<file path="config.mk">
export PLATFORM = sky130hd
export DESIGN_NAME = pc_gen
export DESIGN_NICKNAME = d
export VERILOG_FILES = /design/src/rtl/pc_gen.sv
export SDC_FILE = /design/constraint.sdc
export NUM_CORES = 1
export LEC_CHECK = 0
export ABC_AREA = 1
export BUFFER_PORTS_ARGS = -buffer_cell sky130_fd_sc_hd__buf_2
export CORE_MARGIN = 1.5
export CORE_UTILIZATION = 46
export DETAILED_ROUTE_END_ITERATION = 7
export GPL_TIMING_DRIVEN = 0
export PLACE_DENSITY = 0.78
export REMOVE_ABC_BUFFERS = 1
export SETUP_SLACK_MARGIN = 0.4
export SYNTH_ARGS = -nofsm -noshare
export SYNTH_HDL_FRONTEND = slang
export SYNTH_SLANG_ARGS = --single-unit
</file>
<file path="constraint.sdc">
create_clock -name i_clk -period 1.4 [get_ports i_clk]
set_input_delay 0.14 -clock i_clk [delete_from_list [all_inputs] [get_ports i_clk]]
set_output_delay 0.14 -clock i_clk [all_outputs]
set_load 0.03 [all_outputs]
</file>
<file path="src/rtl/pc_gen.sv">
// -----------------------------------------------------------------------------
// pc_gen - program-counter generator with fetch handshake and redirects
//
// Drives the instruction-fetch address every cycle. The PC advances by INC on
// every accepted fetch (valid & ready). Trap and branch redirects override any
// pending un-accepted fetch. Halt/resume suspends and restarts fetching, and a
// counter tracks accepted fetches.
//
// Ports:
//   i_clk, i_rst_n          clock, asynchronous active-low reset
//   i_en                    global enable (0: clear or hold the PC)
//   i_trap, i_trap_target   trap redirect request and handler address
//   i_br_taken, i_br_target branch/jump redirect request and target
//   i_halt, i_resume        enter / leave the HALT state
//   i_stall                 freeze the PC this cycle
//   i_fetch_ready           imem accepts the current address
//   o_pc                    current fetch address (registered)
//   o_pc_plus               o_pc + INC (combinational)
//   o_fetch_valid           o_pc is a valid fetch request (combinational)
//   o_misaligned            one-cycle pulse after a misaligned branch target
//   o_halted                FSM is in HALT (registered)
//   o_fetch_cnt             number of accepted fetches (registered)
// -----------------------------------------------------------------------------
module pc_gen #(
    parameter int                XLEN           = 32,
    parameter logic [XLEN-1:0]   RESET_VECTOR   = {XLEN{1'b0}},
    parameter int                INC            = 4,
    parameter int                ALIGN_BITS     = 2,
    parameter bit                CLR_ON_DISABLE = 1'b1,
    parameter int                CNT_W          = 32
) (
    input  logic              i_clk,
    input  logic              i_rst_n,
    input  logic              i_en,
    input  logic              i_trap,
    input  logic [XLEN-1:0]   i_trap_target,
    input  logic              i_br_taken,
    input  logic [XLEN-1:0]   i_br_target,
    input  logic              i_halt,
    input  logic              i_resume,
    input  logic              i_stall,
    input  logic              i_fetch_ready,
    output logic [XLEN-1:0]   o_pc,
    output logic [XLEN-1:0]   o_pc_plus,
    output logic              o_fetch_valid,
    output logic              o_misaligned,
    output logic              o_halted,
    output logic [CNT_W-1:0]  o_fetch_cnt
);

    typedef enum logic [1:0] {
        ST_BOOT = 2'd0,
        ST_RUN  = 2'd1,
        ST_HALT = 2'd2
    } state_t;

    // Mask of the low ALIGN_BITS bits; written this way so ALIGN_BITS=0 works.
    localparam logic [XLEN-1:0] LOW_MASK = XLEN'((64'd1 << ALIGN_BITS) - 64'd1);

    state_t            r_state;
    logic [XLEN-1:0]   r_pc;
    logic [CNT_W-1:0]  r_fetch_cnt;
    logic              r_misaligned;
    logic              r_halted;

    logic              w_fetch_valid;
    logic              w_fire;
    logic [XLEN-1:0]   w_trap_aligned;
    logic              w_br_misaligned;

    assign w_fetch_valid   = (r_state == ST_RUN) & i_en & ~i_stall;
    assign w_fire          = w_fetch_valid & i_fetch_ready;
    assign w_trap_aligned  = i_trap_target & ~LOW_MASK;
    assign w_br_misaligned = (i_br_target & LOW_MASK) != {XLEN{1'b0}};

    // FSM, PC, fetch counter and status flags resolved by fixed priority.
    always_ff @(posedge i_clk or negedge i_rst_n) begin
        if (!i_rst_n) begin
            r_state      <= ST_BOOT;
            r_pc         <= RESET_VECTOR;
            r_fetch_cnt  <= {CNT_W{1'b0}};
            r_misaligned <= 1'b0;
            r_halted     <= 1'b0;
        end else begin
            r_misaligned <= 1'b0;
            if (!i_en) begin
                // Disabled: state and counter hold; PC clears or holds.
                if (CLR_ON_DISABLE) begin
                    r_pc <= RESET_VECTOR;
                end else begin
                    r_pc <= r_pc;
                end
            end else if (i_trap) begin
                // In BOOT the unconditional BOOT->RUN step lands in RUN as well.
                r_pc     <= w_trap_aligned;
                r_state  <= ST_RUN;
                r_halted <= 1'b0;
            end else begin
                case (r_state)
                    ST_BOOT: begin
                        r_state  <= ST_RUN;
                        r_halted <= 1'b0;
                    end
                    ST_RUN: begin
                        if (i_br_taken && w_br_misaligned) begin
                            // Misaligned target is diverted to the trap handler.
                            r_pc         <= w_trap_aligned;
                            r_misaligned <= 1'b1;
                        end else if (i_br_taken) begin
                            r_pc <= i_br_target;
                        end else if (i_halt) begin
                            r_state  <= ST_HALT;
                            r_halted <= 1'b1;
                        end else if (w_fire) begin
                            r_pc        <= r_pc + XLEN'(INC);
                            r_fetch_cnt <= r_fetch_cnt + CNT_W'(1);
                        end else begin
                            r_pc <= r_pc;
                        end
                    end
                    ST_HALT: begin
                        if (i_resume) begin
                            r_state  <= ST_RUN;
                            r_halted <= 1'b0;
                        end else begin
                            r_state <= ST_HALT;
                        end
                    end
                    default: begin
                        r_state  <= ST_BOOT;
                        r_halted <= 1'b0;
                    end
                endcase
            end
        end
    end

    assign o_pc          = r_pc;
    assign o_pc_plus     = r_pc + XLEN'(INC);
    assign o_fetch_valid = w_fetch_valid;
    assign o_misaligned  = r_misaligned;
    assign o_halted      = r_halted;
    assign o_fetch_cnt   = r_fetch_cnt;

endmodule

</file>
* Yosys cells after proc, flatten, opt, wreduce, memory -nomap -nowiden
Index checks and enable logic that the tools add are counted.
** Operators by class
- Add/sub/neg operators :: 2
- Reductions and logical operators :: 7
- Equality and inequality tests :: 9
- Multipliers :: 0
- Divide/modulo/power cells :: 0
- $lt $le $gt $ge :: 0
- Mux-type cells :: 23
- Bitwise logic cells :: 8
- Shift operators :: 0
** Operators by type and width (number)
- $mux W32 :: 7
- $add A32 B1 Y32 const B :: 1
- $add A32 B3 Y32 const B :: 1
- $reduce_bool A32 Y1 :: 1
- $ne A3 B3 Y1 const B :: 4
- $mux W2 :: 5
- $mux W1 :: 9
- $reduce_and A7 Y1 :: 1
- $pmux W2 S3 :: 1
- $ne A5 B1 Y1 const B :: 1
- $ne A5 B4 Y1 const B :: 1
- $not A1 Y1 :: 5
- $reduce_and A5 Y1 :: 1
- $reduce_and A4 Y1 :: 1
- $and A1 B1 Y1 :: 3
- $ne A3 B1 Y1 const B :: 1
- $reduce_and A3 Y1 :: 1
- $eq A2 B1 Y1 const B :: 1
- $eq A2 B2 Y1 const B :: 1
- $logic_not A2 Y1 :: 1
- $pmux W1 S2 :: 1
- $logic_and A1 B1 Y1 :: 1
** Storage, ports and cells
- Output and inout port bits :: 99
- Bits of input ports :: 73
- Memories kept :: 0
- Latch bits :: 0
- Bits in writable memories :: 0
- Bits in read-only memories :: 0
- Register bits after elaboration :: 68
- Word-level logic and storage cells :: 54

* Depth between registers and ports, before layout
- Depth after elaboration :: 11
- Mapped depth :: 12
- Mapped depth without buffers :: 12

* Least setup slack after synthesis
No wires, ideal clock.
- Kind :: flip-flop to flip-flop
- Start :: register r_pc[2] (netlist: o_pc[2])
- End :: register r_pc[25] (netlist: o_pc[25])
- Clock period less this slack :: 1.995 ns
- Data required time :: 1.283 ns
- Slack :: -0.595 ns
- Path buffers :: 0
- Arrival time :: 1.878 ns
- Cell stages (with the launch flop) :: 12
- Library setup time :: 0.117 ns
- Path through :: dfrtp_1 > inv_1 > nor2_2 > nand2_2 > nor2_2 > nand2_1 > nand2_1 > nand2_1 > nand2_1 > nand2_1 > nand2_1 > nand2_1
** Between the ends
- Cells in the longest elaborated chain, start to end :: 8
** RTL lines
- from (decl) :: RTL line 61 : logic [XLEN-1:0] r_pc;
- from (signal assigned) :: RTL line 91 : r_pc <= r_pc;
- from (signal assigned) :: RTL line 95 : r_pc <= w_trap_aligned;
- from (signal assigned) :: RTL line 107 : r_pc <= w_trap_aligned;
- $add A32 B3 Y32
- via o_pc_plus[25] :: RTL line 44 : output logic [XLEN-1:0] o_pc_plus,
- $mux W32 :: RTL line 114 : end else if (w_fire) begin
- $mux W32 :: RTL line 111 : end else if (i_halt) begin
- $mux W32 :: RTL line 109 : end else if (i_br_taken) begin
- $mux W32 :: RTL line 105 : if (i_br_taken && w_br_misaligned) begin
- $mux W32 :: RTL line 99 : case (r_state)
- $mux W32 :: RTL line 93 : end else if (i_trap) begin
- $mux W32 :: RTL line 86 : if (!i_en) begin
The timed path passes the listed nets, and every way through them passes these cells. The select of a mux whose other input is x is not followed.
A chain may end at the register's enable or synchronous reset.

* Final worst setup path
- Start :: register r_pc[10] (netlist: o_pc[10])
- End :: output port o_pc_plus[22]
** Between the ends
- Cells in the longest elaborated chain, start to end :: 1
** RTL lines
- $add A32 B3 Y32 :: RTL line 139 : assign o_pc_plus = r_pc + XLEN'(INC);
- to (decl) :: RTL line 44
No other way between the ends.

==> flow_summary.ini <==
[outcome]
status = finished with violations
violations = negative hold slack, negative setup slack

[clock_network]
clockRootBuffer = clkbuf_8
cts.sinks = 68
htree_levels = 3
cts_tree = built
clock_latency_ns = 0.36
cts.path.max_buffers = 2
path_clk_slew_ns = 0.09
numCtsBuffers = 9

[detailed_routing]
routedWlPerCell_um = 17.8
drt_iter0_markers = 765
drt_wl_total_um = 22100
vias_per_cell = 5.65
vias = 6991
drc = 0
ant_nets = 0
firstDrtPassIters = 6

[place]
routabilityCongestion = 0.975
hpwlAfterDp_um = 11400
dpl-instance-area_um2 = 5900
io_buffers = 169

[critical_path]
cp_top_family = simple AND/OR/NAND/NOR gates
path_common_cell = nand2_1
path_buf_inv = 1
slowest_stage = dfrtp_1
cp_data_required_time_ns = 1.26
crit_type = register to output port
setup.worst_path.start_class = register
endpoint_kind = output port
path_max_fanout = 5
worstPathCellList = nand2_1 -> nor2_1 -> nand2_1 -> nor2_4 -> nand2_1 -> nand2_2 -> and2_4 -> buf_6
ff2ff_path_depth = 12
worstPathArrival_ns = 1.90
critical_path.max_stage_delay_ns = 0.46
cp_num_cells = 8

[timing]
slew_viol_final = 0
setup_viol = 91
fin_ws_ns = -0.637
fin_skew_ns = 0.0108
min_period_over_period = 1.46
fmax_ghz = 0.491
period_minus_slack_ns = 2.04
whs_ns = -0.102
worst_slew_pin_slew_ns = 0.918
slew-limit-headroom = 0.388
finalHoldViolCount = 68
rsz0062_at_grt = true

[global_routing]
grt_usage = 0.352
grt_start_max_net_pins = 69
use_met1 = 0.426
grt_use_met3 = 0.0896
top_usage_layer = met2
grt_pass1_wl_um = 31500
gr-usage-met2 = 0.568
grt_overflow = 0
antenna_found_initial = 1
first_global_vias = 6485

[die]
rows = 37
fp.dieH_um = 108
core_area_um2 = 10500
die_w_um = 108
die_area_um2 = 11600
io-pin-count = 172
start_util = 0.481

[worst_hold_path]
min_path_type = primary input to async pin

[logic_synthesis]
synth.top_cell.area_share = 0.338
synth.most_common_cell = nand2_1
avgSynthCellArea_um2 = 6.04
synth_common_cells = 347 x nand2_1, 140 x nor2_1, 75 x inv_1
yosysTopAreaCell = dfrtp_1
synth-compound-area-share = 0.0719
synth_seq_area_share = 0.338
ys_types = 33
synth_top_family_by_area = simple AND/OR/NAND/NOR gates
yosys-top-cells-area = dfrtp_1 34%, nand2_1 26%, nor2_1 10%
synth_edf_count = 0
synthAdderAreaFrac = 0.00498
ys_seq_elements = 68
synth_ff_type = dfrtp_1
ys_warn_count = 0
synth_xor_area_frac = 0.0296
netlist_area_um2 = 5030
synth-simple-area-share = 0.466
async_reset_ff_frac = 1.00
synth_mux_area_frac = 0.00199
netlist_instances = 833

[final_layout]
fillers = 607
seq_area_um2 = 1740
syn2layout_area_growth_pct = 70.0
drive_gt1_frac = 0.439
multi_input_area_um2 = 3700
fin_area_um2 = 8550
nets = 1171

[pwr]
fin_total_pwr_uw = 7410
power_density_nw_per_um2 = 866
peakVddDrop_v = 0.000793
leakagePower_uw = 0.00408

[run]
drv_cap = 0
==> final cells by class <==
| type | count | share of cell area |
|---|---|---|
| Multi-Input combinational cell | 667 | 0.433 |
| Timing Repair Buffer | 264 | 0.275 |
| Sequential cell | 68 | 0.204 |
| Inverter | 78 | 0.0377 |
| Tap cell | 136 | 0.0199 |
| Clock buffer | 10 | 0.0161 |
| Timing Repair inverter | 8 | 0.00775 |
| Clock inverter | 5 | 0.00614 |
| Antenna cell | 1 | 0.000293 |
==> where the power goes <==
part | internal, µW | switching [µW] | total [µW]
combinational | 1350 | 1880 | 3230
clock | 854 | 874 | 1730
sequential | 2170 | 278 | 2440
==> cell usage in the layout, fill, tap and decap left out, types with 5 or more instances in the layout <==
cell / Yosys / routed
nand2_1: 347 / 293
buf_6: 4 / 116
nor2_1: 140 / 93
inv_1: 75 / 69
buf_2: 8 / 69
buf_4: 4 / 66
nand2_2: 3 / 47
nor2_4: 0 / 38
dfrtp_1: 68 / 35
dfrtp_2: 0 / 33
nand3_1: 40 / 32
o21ai_1: 1 / 19
nor2_2: 8 / 17
o21ai_0: 43 / 16
a21oi_1: 17 / 16
xor2_1: 14 / 13
clkinvlp_4: 0 / 11
nand2_4: 0 / 10
clkbuf_8: 0 / 10
o21ai_2: 0 / 9
nand3b_1: 7 / 7
buf_12: 0 / 7
and2_1: 8 / 6
nor3_4: 1 / 6
nand3_2: 1 / 5
nand4_1: 5 / 5
==> kinds of logic (layout without fill, tap and decap cells) <==
group	count (synthesis)	count (layout)
DFF	68	68
buffers and inverters	102	365
AOI/OAI and AO/OA	69	69
and+or+nand+nor	574	578
muxes	1	1
other	0	1
adders and majority gates	2	2
xor gates and xnor gates	17	17
==> metrics by stage <==
step	hold slack, ns	cells	worst slack (ns)	utilization	TNS (ns)
3_3_place_gp	0.422	1114	-1.98	0.564	-93.04
3_5_place_dp	0.317	1114	-1.99	0.564	-80.71
5_1_grt	-0.0366	1237	-0.723	0.818	-40.30
2_1_floorplan	-0.156	809	-0.685	-	-33.45
4_1_cts	-0.0568	1205	-0.580	0.741	-25.83
6_report	-0.102	1237	-0.637	0.818	-34.96
==> flip-flops by register name, summed over array words and instances (netlist names) <==
register,cells
o_fetch_cnt,32
r_state,2
o_pc,32
o_misaligned,1
o_halted,1
==> routing by layer <==
layer | wire (µm) | vias up
li1 | - | 3121
met3 | 2380 | 141
met4 | 1460 | 0
met5 | 0 | -
met1 | 7970 | 3226
met2 | 10200 | 503
==> final timing paths <==
check,endpoint,slack (ns),startpoint
worst max register to register,o_pc[22],-0.53,o_pc[10]
worst min register to register,o_fetch_cnt[6],0.52,o_fetch_cnt[6]
max in group asynchronous,o_pc[27],0.83,i_rst_n
worst max-delay path,o_pc_plus[22],-0.64,o_pc[10]
worst min-delay path,o_pc[16],-0.10,i_rst_n
min in group i_clk,o_pc[16],0.07,i_trap_target[16]
==> what timing repair did <==
action / CTS / global route
buffers inserted: 64 / 31
setup endpoints to repair: 167 / 167
resized for setup: 343 / 181
cloned: 12 / 0
pin swaps: 46 / 39
endpoints found under the hold margin: 68 / 16
(Power assumes the default switching activity.)
